[src/rtl/ps2_pkg.sv]
// Shared types and constants for the PS/2 host-to-device transmitter.
package ps2_pkg;

    typedef enum logic [2:0] {
        IDLE,
        INHIBIT,
        REQUEST,
        SHIFT,
        ACK,
        WAIT_IDLE,
        ERROR
    } ps2_state_e;

    // Commonly sent keyboard commands and the device acknowledge byte.
    localparam logic [7:0] CMD_SET_LEDS = 8'hED;
    localparam logic [7:0] CMD_ECHO     = 8'hEE;
    localparam logic [7:0] CMD_RESET    = 8'hFF;
    localparam logic [7:0] RSP_ACK      = 8'hFA;

    // Falling edge on which the device drives its ACK bit.
    localparam logic [3:0] ACK_FALL_PREV = 4'd10;

    // Microseconds to system clock cycles, computed in 64 bits to avoid overflow.
    function automatic longint us_to_cycles(input longint clk_hz, input longint us);
        return (clk_hz * us) / 64'd1_000_000;
    endfunction

    // PS/2 frames carry odd parity over the data byte.
    function automatic logic odd_parity(input logic [7:0] b);
        return ~^b;
    endfunction

endpackage

[src/rtl/clock_synchronizer.sv]
// Two-flop synchronizer for an asynchronous single-bit input.
module clock_synchronizer #(
    parameter logic RESET_VAL = 1'b1
) (
    input  logic clk,
    input  logic reset,
    input  logic async_i,
    output logic sync_o
);

    logic meta_q;
    logic sync_q;

    // Two register stages; reset to the idle (released) line level.
    always_ff @(posedge clk or posedge reset) begin
        if (reset) begin
            meta_q <= RESET_VAL;
            sync_q <= RESET_VAL;
        end else begin
            meta_q <= async_i;
            sync_q <= meta_q;
        end
    end

    assign sync_o = sync_q;

endmodule

[src/rtl/ps2_host_tx.sv]
// PS/2 host-to-device transmitter: inhibit, request-to-send, shift one
// byte on device clocks, check the ACK bit, report done or error.
//
// Handshake: a command byte is taken on any cycle where command_ready and
// command_valid are both high; the source holds command_byte stable while
// command_valid is high, and command_ready stays low until the frame ends.
module ps2_host_tx
    import ps2_pkg::*;
#(
    parameter int CLK          = 51_800_000,
    parameter int INHIBIT_US   = 100,
    parameter int START_TO_US  = 15_000,
    parameter int PACKET_TO_US = 2_000
) (
    input  logic       clk,
    input  logic       reset,
    output logic       command_ready,
    input  logic       command_valid,
    input  logic [7:0] command_byte,
    input  logic       ps2_clk_in,
    input  logic       ps2_data_in,
    output logic       ps2_clk_low,
    output logic       ps2_data_low,
    output logic       rx_inhibit,
    output logic       done,
    output logic       error,
    output ps2_state_e state_dbg
);

    localparam longint INHIBIT_CYC = us_to_cycles(longint'(CLK), longint'(INHIBIT_US));
    localparam longint START_CYC   = us_to_cycles(longint'(CLK), longint'(START_TO_US));
    localparam longint PACKET_CYC  = us_to_cycles(longint'(CLK), longint'(PACKET_TO_US));
    localparam longint MAX_AB      = (INHIBIT_CYC > START_CYC) ? INHIBIT_CYC : START_CYC;
    localparam longint MAX_CYC     = (MAX_AB > PACKET_CYC) ? MAX_AB : PACKET_CYC;
    localparam int     TW          = $clog2(MAX_CYC + 1);

    localparam logic [TW-1:0] INHIBIT_LAST = TW'(INHIBIT_CYC - 1);
    localparam logic [TW-1:0] START_LAST   = TW'(START_CYC - 1);
    localparam logic [TW-1:0] PACKET_LAST  = TW'(PACKET_CYC - 1);

    ps2_state_e    state_q, state_d;
    logic [TW-1:0] timer_q, timer_d;
    logic [3:0]    edge_q, edge_d;
    logic [9:0]    shift_q, shift_d;     // {stop, parity, data[7:0]}, LSB goes out first
    logic          bit_low_q, bit_low_d; // data-line drive for the bit currently on the wire
    logic          ack_q, ack_d;         // data level sampled on the 11th falling edge
    logic          clk_prev_q;
    logic          clk_sync;
    logic          data_sync;
    logic          fall;

    clock_synchronizer #(.RESET_VAL(1'b1)) u_sync_clk (
        .clk     (clk),
        .reset   (reset),
        .async_i (ps2_clk_in),
        .sync_o  (clk_sync)
    );

    clock_synchronizer #(.RESET_VAL(1'b1)) u_sync_data (
        .clk     (clk),
        .reset   (reset),
        .async_i (ps2_data_in),
        .sync_o  (data_sync)
    );

    assign fall          = clk_prev_q & ~clk_sync;
    assign command_ready = (state_q == IDLE);
    assign rx_inhibit    = (state_q != IDLE);
    assign state_dbg     = state_q;

    // State, counters and shift register; reset releases both lines at once.
    always_ff @(posedge clk or posedge reset) begin
        if (reset) begin
            state_q    <= IDLE;
            timer_q    <= '0;
            edge_q     <= '0;
            shift_q    <= '0;
            bit_low_q  <= 1'b0;
            ack_q      <= 1'b0;
            clk_prev_q <= 1'b1;
        end else begin
            state_q    <= state_d;
            timer_q    <= timer_d;
            edge_q     <= edge_d;
            shift_q    <= shift_d;
            bit_low_q  <= bit_low_d;
            ack_q      <= ack_d;
            clk_prev_q <= clk_sync;
        end
    end

    // Next-state, line drive and done/error pulses.
    always_comb begin
        state_d      = state_q;
        timer_d      = timer_q;
        edge_d       = edge_q;
        shift_d      = shift_q;
        bit_low_d    = bit_low_q;
        ack_d        = ack_q;
        ps2_clk_low  = 1'b0;
        ps2_data_low = 1'b0;
        done         = 1'b0;
        error        = 1'b0;

        case (state_q)
            IDLE: begin
                timer_d = '0;
                if (command_valid) begin
                    shift_d   = {1'b1, odd_parity(command_byte), command_byte};
                    edge_d    = '0;
                    bit_low_d = 1'b0;
                    state_d   = INHIBIT;
                end
            end

            INHIBIT: begin
                ps2_clk_low = 1'b1;
                timer_d     = timer_q + TW'(1);
                if (timer_q == INHIBIT_LAST) begin
                    // Start bit goes low while the clock is still held.
                    ps2_data_low = 1'b1;
                    timer_d      = '0;
                    state_d      = REQUEST;
                end
            end

            REQUEST: begin
                ps2_data_low = 1'b1;
                timer_d      = timer_q + TW'(1);
                if (fall) begin
                    edge_d    = edge_q + 4'd1;
                    bit_low_d = ~shift_q[0];
                    shift_d   = {1'b1, shift_q[9:1]};
                    timer_d   = '0;     // packet timeout runs from the first fall
                    state_d   = SHIFT;
                end else if (timer_q == START_LAST) begin
                    state_d = ERROR;
                end
            end

            SHIFT: begin
                ps2_data_low = bit_low_q;
                timer_d      = timer_q + TW'(1);
                if (timer_q == PACKET_LAST) begin
                    state_d = ERROR;
                end else if (fall) begin
                    edge_d = edge_q + 4'd1;
                    if (edge_q == ACK_FALL_PREV) begin
                        ack_d   = data_sync;
                        state_d = ACK;
                    end else begin
                        bit_low_d = ~shift_q[0];
                        shift_d   = {1'b1, shift_q[9:1]};
                    end
                end
            end

            ACK: begin
                timer_d = timer_q + TW'(1);
                if (timer_q == PACKET_LAST || ack_q) begin
                    state_d = ERROR;
                end else begin
                    state_d = WAIT_IDLE;
                end
            end

            WAIT_IDLE: begin
                timer_d = timer_q + TW'(1);
                if (timer_q == PACKET_LAST) begin
                    state_d = ERROR;
                end else if (clk_sync && data_sync) begin
                    done    = 1'b1;
                    state_d = IDLE;
                end
            end

            ERROR: begin
                error   = 1'b1;
                state_d = IDLE;
            end

            default: begin
                state_d = IDLE;
            end
        endcase
    end

endmodule

[config.mk]
export PLATFORM = sky130hd
export DESIGN_NAME = ps2_host_tx
export DESIGN_NICKNAME = d
export VERILOG_FILES = /design/src/rtl/ps2_pkg.sv /design/src/rtl/clock_synchronizer.sv /design/src/rtl/ps2_host_tx.sv
export SDC_FILE = /design/constraint.sdc
export NUM_CORES = 1
export LEC_CHECK = 0
export ABC_AREA = 1
export CAP_MARGIN = 20
export CORE_MARGIN = 2
export CORE_UTILIZATION = 45
export CTS_BUF_LIST = sky130_fd_sc_hd__clkbuf_2 sky130_fd_sc_hd__clkbuf_4 sky130_fd_sc_hd__clkbuf_8
export DETAILED_ROUTE_END_ITERATION = 16
export MAX_ROUTING_LAYER = met4
export PLACE_DENSITY = 0.62
export SLEW_MARGIN = 15
export SYNTH_ARGS = -nofsm -noshare
export SYNTH_HDL_FRONTEND = slang
export SYNTH_SLANG_ARGS = --single-unit
[constraint.sdc]
create_clock -name clk -period 1.8 [get_ports clk]
set_input_delay 0.27 -clock clk [delete_from_list [all_inputs] [get_ports clk]]
set_output_delay 0.27 -clock clk [all_outputs]
set_load 0.02 [all_outputs]
# Word level (Yosys, flattened, before mapping)

Index checks and enable logic that the tools add are counted.

Output and inout port bits: 9
Logic and storage cells: 86
Flip-flop bits (word level): 44
Bits of input ports: 13

Add/sub/neg operators: 2
Reductions and logical operators: 12
Eq/ne operators: 20
Bitwise operators: 4
Mux-type cells: 37

Operator list:

| kind                                                  | count |
|---|---|
| case mux 20 bit (4 select lines)                      | 1 |
| two-way mux 10 bit                                    | 5 |
| two-way mux 20 bit                                    | 2 |
| case mux 10 bit (3 select lines)                      | 1 |
| two-way mux 3 bit                                     | 9 |
| adder 20 x 1 -> 20 bit, second input constant         | 1 |
| equality test 20 x 13 -> 1 bit, second input constant | 1 |
| equality test 20 x 17 -> 1 bit, second input constant | 1 |
| equality test 20 bit, second input constant           | 1 |
| case mux 3 bit (6 select lines)                       | 1 |
| two-way mux 4 bit                                     | 3 |
| inequality test 3 bit, second input constant          | 4 |
| case mux 4 bit (3 select lines)                       | 1 |
| AND reduction 6 bit                                   | 2 |
| two-way mux 1 bit                                     | 11 |
| inequality test 2 bit, second input constant          | 5 |
| equality test 3 bit, second input constant            | 3 |
| XNOR reduction 8 bit                                  | 1 |
| equality test 3 x 2 -> 1 bit, second input constant   | 2 |
| case mux 1 bit (3 select lines)                       | 2 |
| nonzero test 3 bit                                    | 2 |
| adder 4 x 1 -> 4 bit, second input constant           | 1 |
| equality test 4 bit, second input constant            | 1 |
| AND reduction 4 bit                                   | 1 |
| other kinds (11)                                      | 13 |

# Depth between registers and ports, before layout

Depth after elaboration: 5
Mapped depth: 10
Gate-level depth less buffers: 10

# Hierarchy

A second synthesis with hierarchy kept.

Cells, all modules: 395
Area, all modules: 2772.7 um^2

By module, submodules not included:

| module             | area each (um^2) | sequential area each (um^2) | times used | cells an instance |
|---|---|---|---|---|
| ps2_host_tx        | 2660.1           | 1002.2                      | 1          | 389 |
| clock_synchronizer | 56.3             | 52.6                        | 2          | 3 |

# Worst setup path after synthesis

OpenSTA, ideal clock, no wires.

Path kind: register to output
From: reg timer_q[0]
To: out ps2_data_low
Buffers on the path: 0
Path slack: 0.106 ns
Arrival: 1.424 ns
Stages on the path, launching flop included: 6
Cell sequence: dfrtp_1 > ha_1 > nand3_1 > nor2_1 > nand3_1 > o31ai_1

Word-level cells in the longest chain between the ends: 3

RTL lines:

| item                            | line               | text |
|---|---|---|
| start: declaration              | ps2_host_tx.sv:42  | `logic [TW-1:0] timer_q, timer_d;` |
| start signal: assignment        | ps2_host_tx.sv:83  | `timer_q <= timer_d;` |
| equality test 20 x 13 -> 1 bit  | ps2_host_tx.sv:119 | `if (timer_q == INHIBIT_LAST) begin` |
| two-way mux 1 bit               | ps2_host_tx.sv:119 |  |
| case mux 1 bit (3 select lines) | ps2_host_tx.sv:105 | `case (state_q)` |
| end: declaration                | ps2_host_tx.sv:23  | `output logic ps2_data_low,` |

No other way between the ends.

# Worst setup path after layout

From: reg timer_q[1]
To: out ps2_data_low

The elaborated chain is that of the path after synthesis.

==> flow_metrics.py <==
metrics = {
    "timing": {
        "maxSlewViolCount": 0,
        "setup_slack_ns": -0.0479,
        "worst_slew_margin_rel_pct": 59.3,
        "whs_ns": 0.255,
        "setup_tns_ns": -0.0479,
        "fmax_mhz": 541,
        "grt_setup_unrepaired": "true",
        "final_hold_viol_count": 0,
        "setup_viol": 1,
        "fin_crit_sh_pct": 103,
        "worstMarginPinSlew_ns": 0.606,
        "period_needed_ns": 1.85,
        "clock_skew_ns": 0.00849,
    },
    "floorplan": {
        "core_area_um2": 5820,
        "num_rows": 28,
        "ioPinCount": 22,
        "die_w_um": 81.0,
        "die_h_um": 81.0,
        "die_area_um2": 6550,
        "initial_core_util_pct": 45.8,
    },
    "placement": {
        "gp_congestion": 0.890,
        "dp.cells": 515,
        "post_dp_cell_area_um2": 3380,
        "post-dp-hpwl_um": 4970,
        "io_buffer_count": 21,
        "pre_cts_ws_ns": -0.247,
    },
    "layout": {
        "utilization_pct": 62.3,
        "final_nets": 467,
        "final_cell_mix": "nand2_1 (107), buf_4 (57), inv_1 (41), nor2_1 (38), dfrtp_1 (37)",
        "final_common_cell": "nand2_1",
        "syn_to_final_growth_pct": 35.9,
        "fillers": 561,
        "finalNonFillerCells": 527,
        "diodes": 0,
        "layout-drive-gt1-share_pct": 24.8,
        "fin_area_um2": 3620,
    },
    "grt": {
        "grt_overflow_total": 0,
        "antenna_found_initial": 0,
        "grt_pass1_wl_um": 11200,
        "grt_max_degree": 23,
        "grt_usage_pct": 22.8,
        "grt_pass1_vias": 2436,
    },
    "pwr": {
        "fin_total_pwr_mw": 1.93,
        "peakVddDrop_mv": 0.589,
        "power_density_nw_per_um2": 532,
        "p_leak_nw": 1.90,
    },
    "synth": {
        "ys_seq_area_share_pct": 41.5,
        "yosys_warnings": 0,
        "synth_top_family_by_area": "simple AND/OR/NAND/NOR gates",
        "synth_compound_area_share_pct": 5.12,
        "ys_async_sr_fraction_pct": 100,
        "synth_nets": 384,
        "synth_mux_area_share_pct": 3.00,
        "yosys.area_share.simple_pct": 35.9,
        "synth_xor_area_share_pct": 5.26,
        "synth_cell_types": 33,
        "yosys-top-cells-area": "dfrtp_1 (37%), nand2_1 (15%), nor2_1 (6.8%), nand3_1 (6.0%), inv_1 (5.9%)",
        "syn_area_um2": 2670,
        "synth_top_cell_by_area": "dfrtp_1",
        "ys_ff_latch": 44,
        "yosysTopAreaCellShare_pct": 36.6,
        "synth_fa_ha_area_share_pct": 1.41,
        "avgSynthCellArea_um2": 7.24,
        "synth_edf_count": 0,
        "synth_flop_cell": "dfrtp_1",
        "postSynthCellCount": 368,
    },
    "routing": {
        "remaining_drc_errors": 0,
        "num_vias": 2646,
        "wl_per_cell_um": 12.5,
        "drt_pass1_iterations": 4,
        "drt_iter0_drc": 189,
        "ant_nets": 0,
        "routed_wl_um": 6610,
        "routed_via_density": 5.02,
    },
    "clocking": {
        "cts_root_buf": "clkbuf_8",
        "cts_tree": "built",
        "cts.htree.levels": 2,
        "cts_buffers": 5,
        "clk_latency_ns": 0.31,
        "cts_hold_buf": 0,
        "cts_sinks": 44,
        "clkSlewWorstSetupHoldPaths_ns": 0.09,
        "clock_path_buffers": 2,
    },
    "setup_path": {
        "r2r_setup_slack_ns": 0.11,
        "cp_slowest_cell": "dfrtp_1",
        "crit_chain": "ha_4 -> nand3_2 -> nor2_2 -> nand3_1 -> o31ai_1 -> buf_2",
        "path_max_fanout": 4,
        "start_kind": "register",
        "cp_data_required_time_ns": 1.53,
        "end_kind": "output pin",
        "max_stage_delay_ns": 0.40,
        "crit_type": "register to output pin",
        "crit_arrival_ns": 1.58,
    },
    "run": {
        "drv_cap": 0,
    },
    "status": {
        "status": "finished, violations left",
        "violations": "negative setup slack",
    },
    "min_path": {
        "hold_path_class": "input pin to asynchronous set/reset pin",
    },
}
==> timing repair <==
item / 4_1_cts / 5_1_grt
gates cloned: 0 / 1
gates resized for setup: 24 / 18
setup endpoints to repair: 6 / 23
setup buffers: 0 / 3
pin swaps: 3 / 4
==> flip-flops by register name, indices dropped and copies added, names as in the netlist, 3 cells and up <==
signal     flops
edge_q         4
shift_q       10
state_dbg      3
timer_q       20
==> worst paths after layout <==
path                                   startpoint           endpoint  cells after the start
worst min-delay path                        reset         shift_q[8]                      2
max in group asynchronous                   reset       state_dbg[1]                      3
min in group clk                u_sync_clk.meta_q  u_sync_clk.sync_o                      0
worst max register to register         timer_q[4]         shift_q[9]                     10
worst min register to register  u_sync_clk.meta_q  u_sync_clk.sync_o                      0
worst max-delay path                   timer_q[1]       ps2_data_low                      6
==> kinds of logic (layout without fill, tap and decap cells) <==
kind of cell             after synthesis  after routing
flip-flops                            44             44
AO/OA/AOI/OAI                         26             26
multiplexers                           8              8
AND/OR/NAND/NOR                      219            219
adder cells (fa/ha/maj)                3              3
XOR/XNOR                              16             16
buffers and inverters                 52            136
==> synthesized netlist by cell type, types with 2 or more instances <==
cell type  count
o21ai_1        9
nor2_1        48
xnor2_1        5
nor2_2         3
buf_2          3
nand3_1       32
ha_1           3
nor3_1         6
nand4_1        8
inv_1         42
dfstp_2        5
dfrtp_1       39
mux2i_1        8
nor3_2         2
or2_2          2
inv_2          5
nand2_1      109
xor2_1        11
o21ai_0       13
nand3_2        2
==> metal layers <==
layer  vias up  part of all wire (%)  GRT usage [%]
li1       1331                     -              -
met1      1254                    49           32.7
met2        56                    46           33.7
met3         5                   5.0           4.22
met4         0                  0.97           5.25
met5         -                     0              -
==> cell type report <==
cell class	instances	area (µm²)	share of cell area [%]
Multi-Input combinational cell	272	1430	39.4
Sequential cell	44	1110	30.6
Timing Repair Buffer	81	692	19.1
Inverter	47	176	4.87
Tap cell	75	93.8	2.59
Clock buffer	6	82.6	2.28
Clock inverter	2	38.8	1.07
==> report_power, final <==
| part | total, mW | switching [mW] | internal (mW) |
|---|---|---|---|
| combinational | 0.106 | 0.0556 | 0.0505 |
| clock | 0.820 | 0.366 | 0.454 |
| sequential | 1.00 | 0.00286 | 0.998 |
| total | 1.93 | 0.424 | 1.50 |
==> worst max-delay path, delay by kind of cell, from the launching register on <==
kind                       cells  cell delay [ns]
AOI/OAI and AO/OA              1             0.21
buffers and inverters          1             0.20
and+or+nand+nor                3             0.28
DFF                            1             0.40
adders and majority gates      1             0.18
Note: power is estimated with default switching activity, not from simulation.
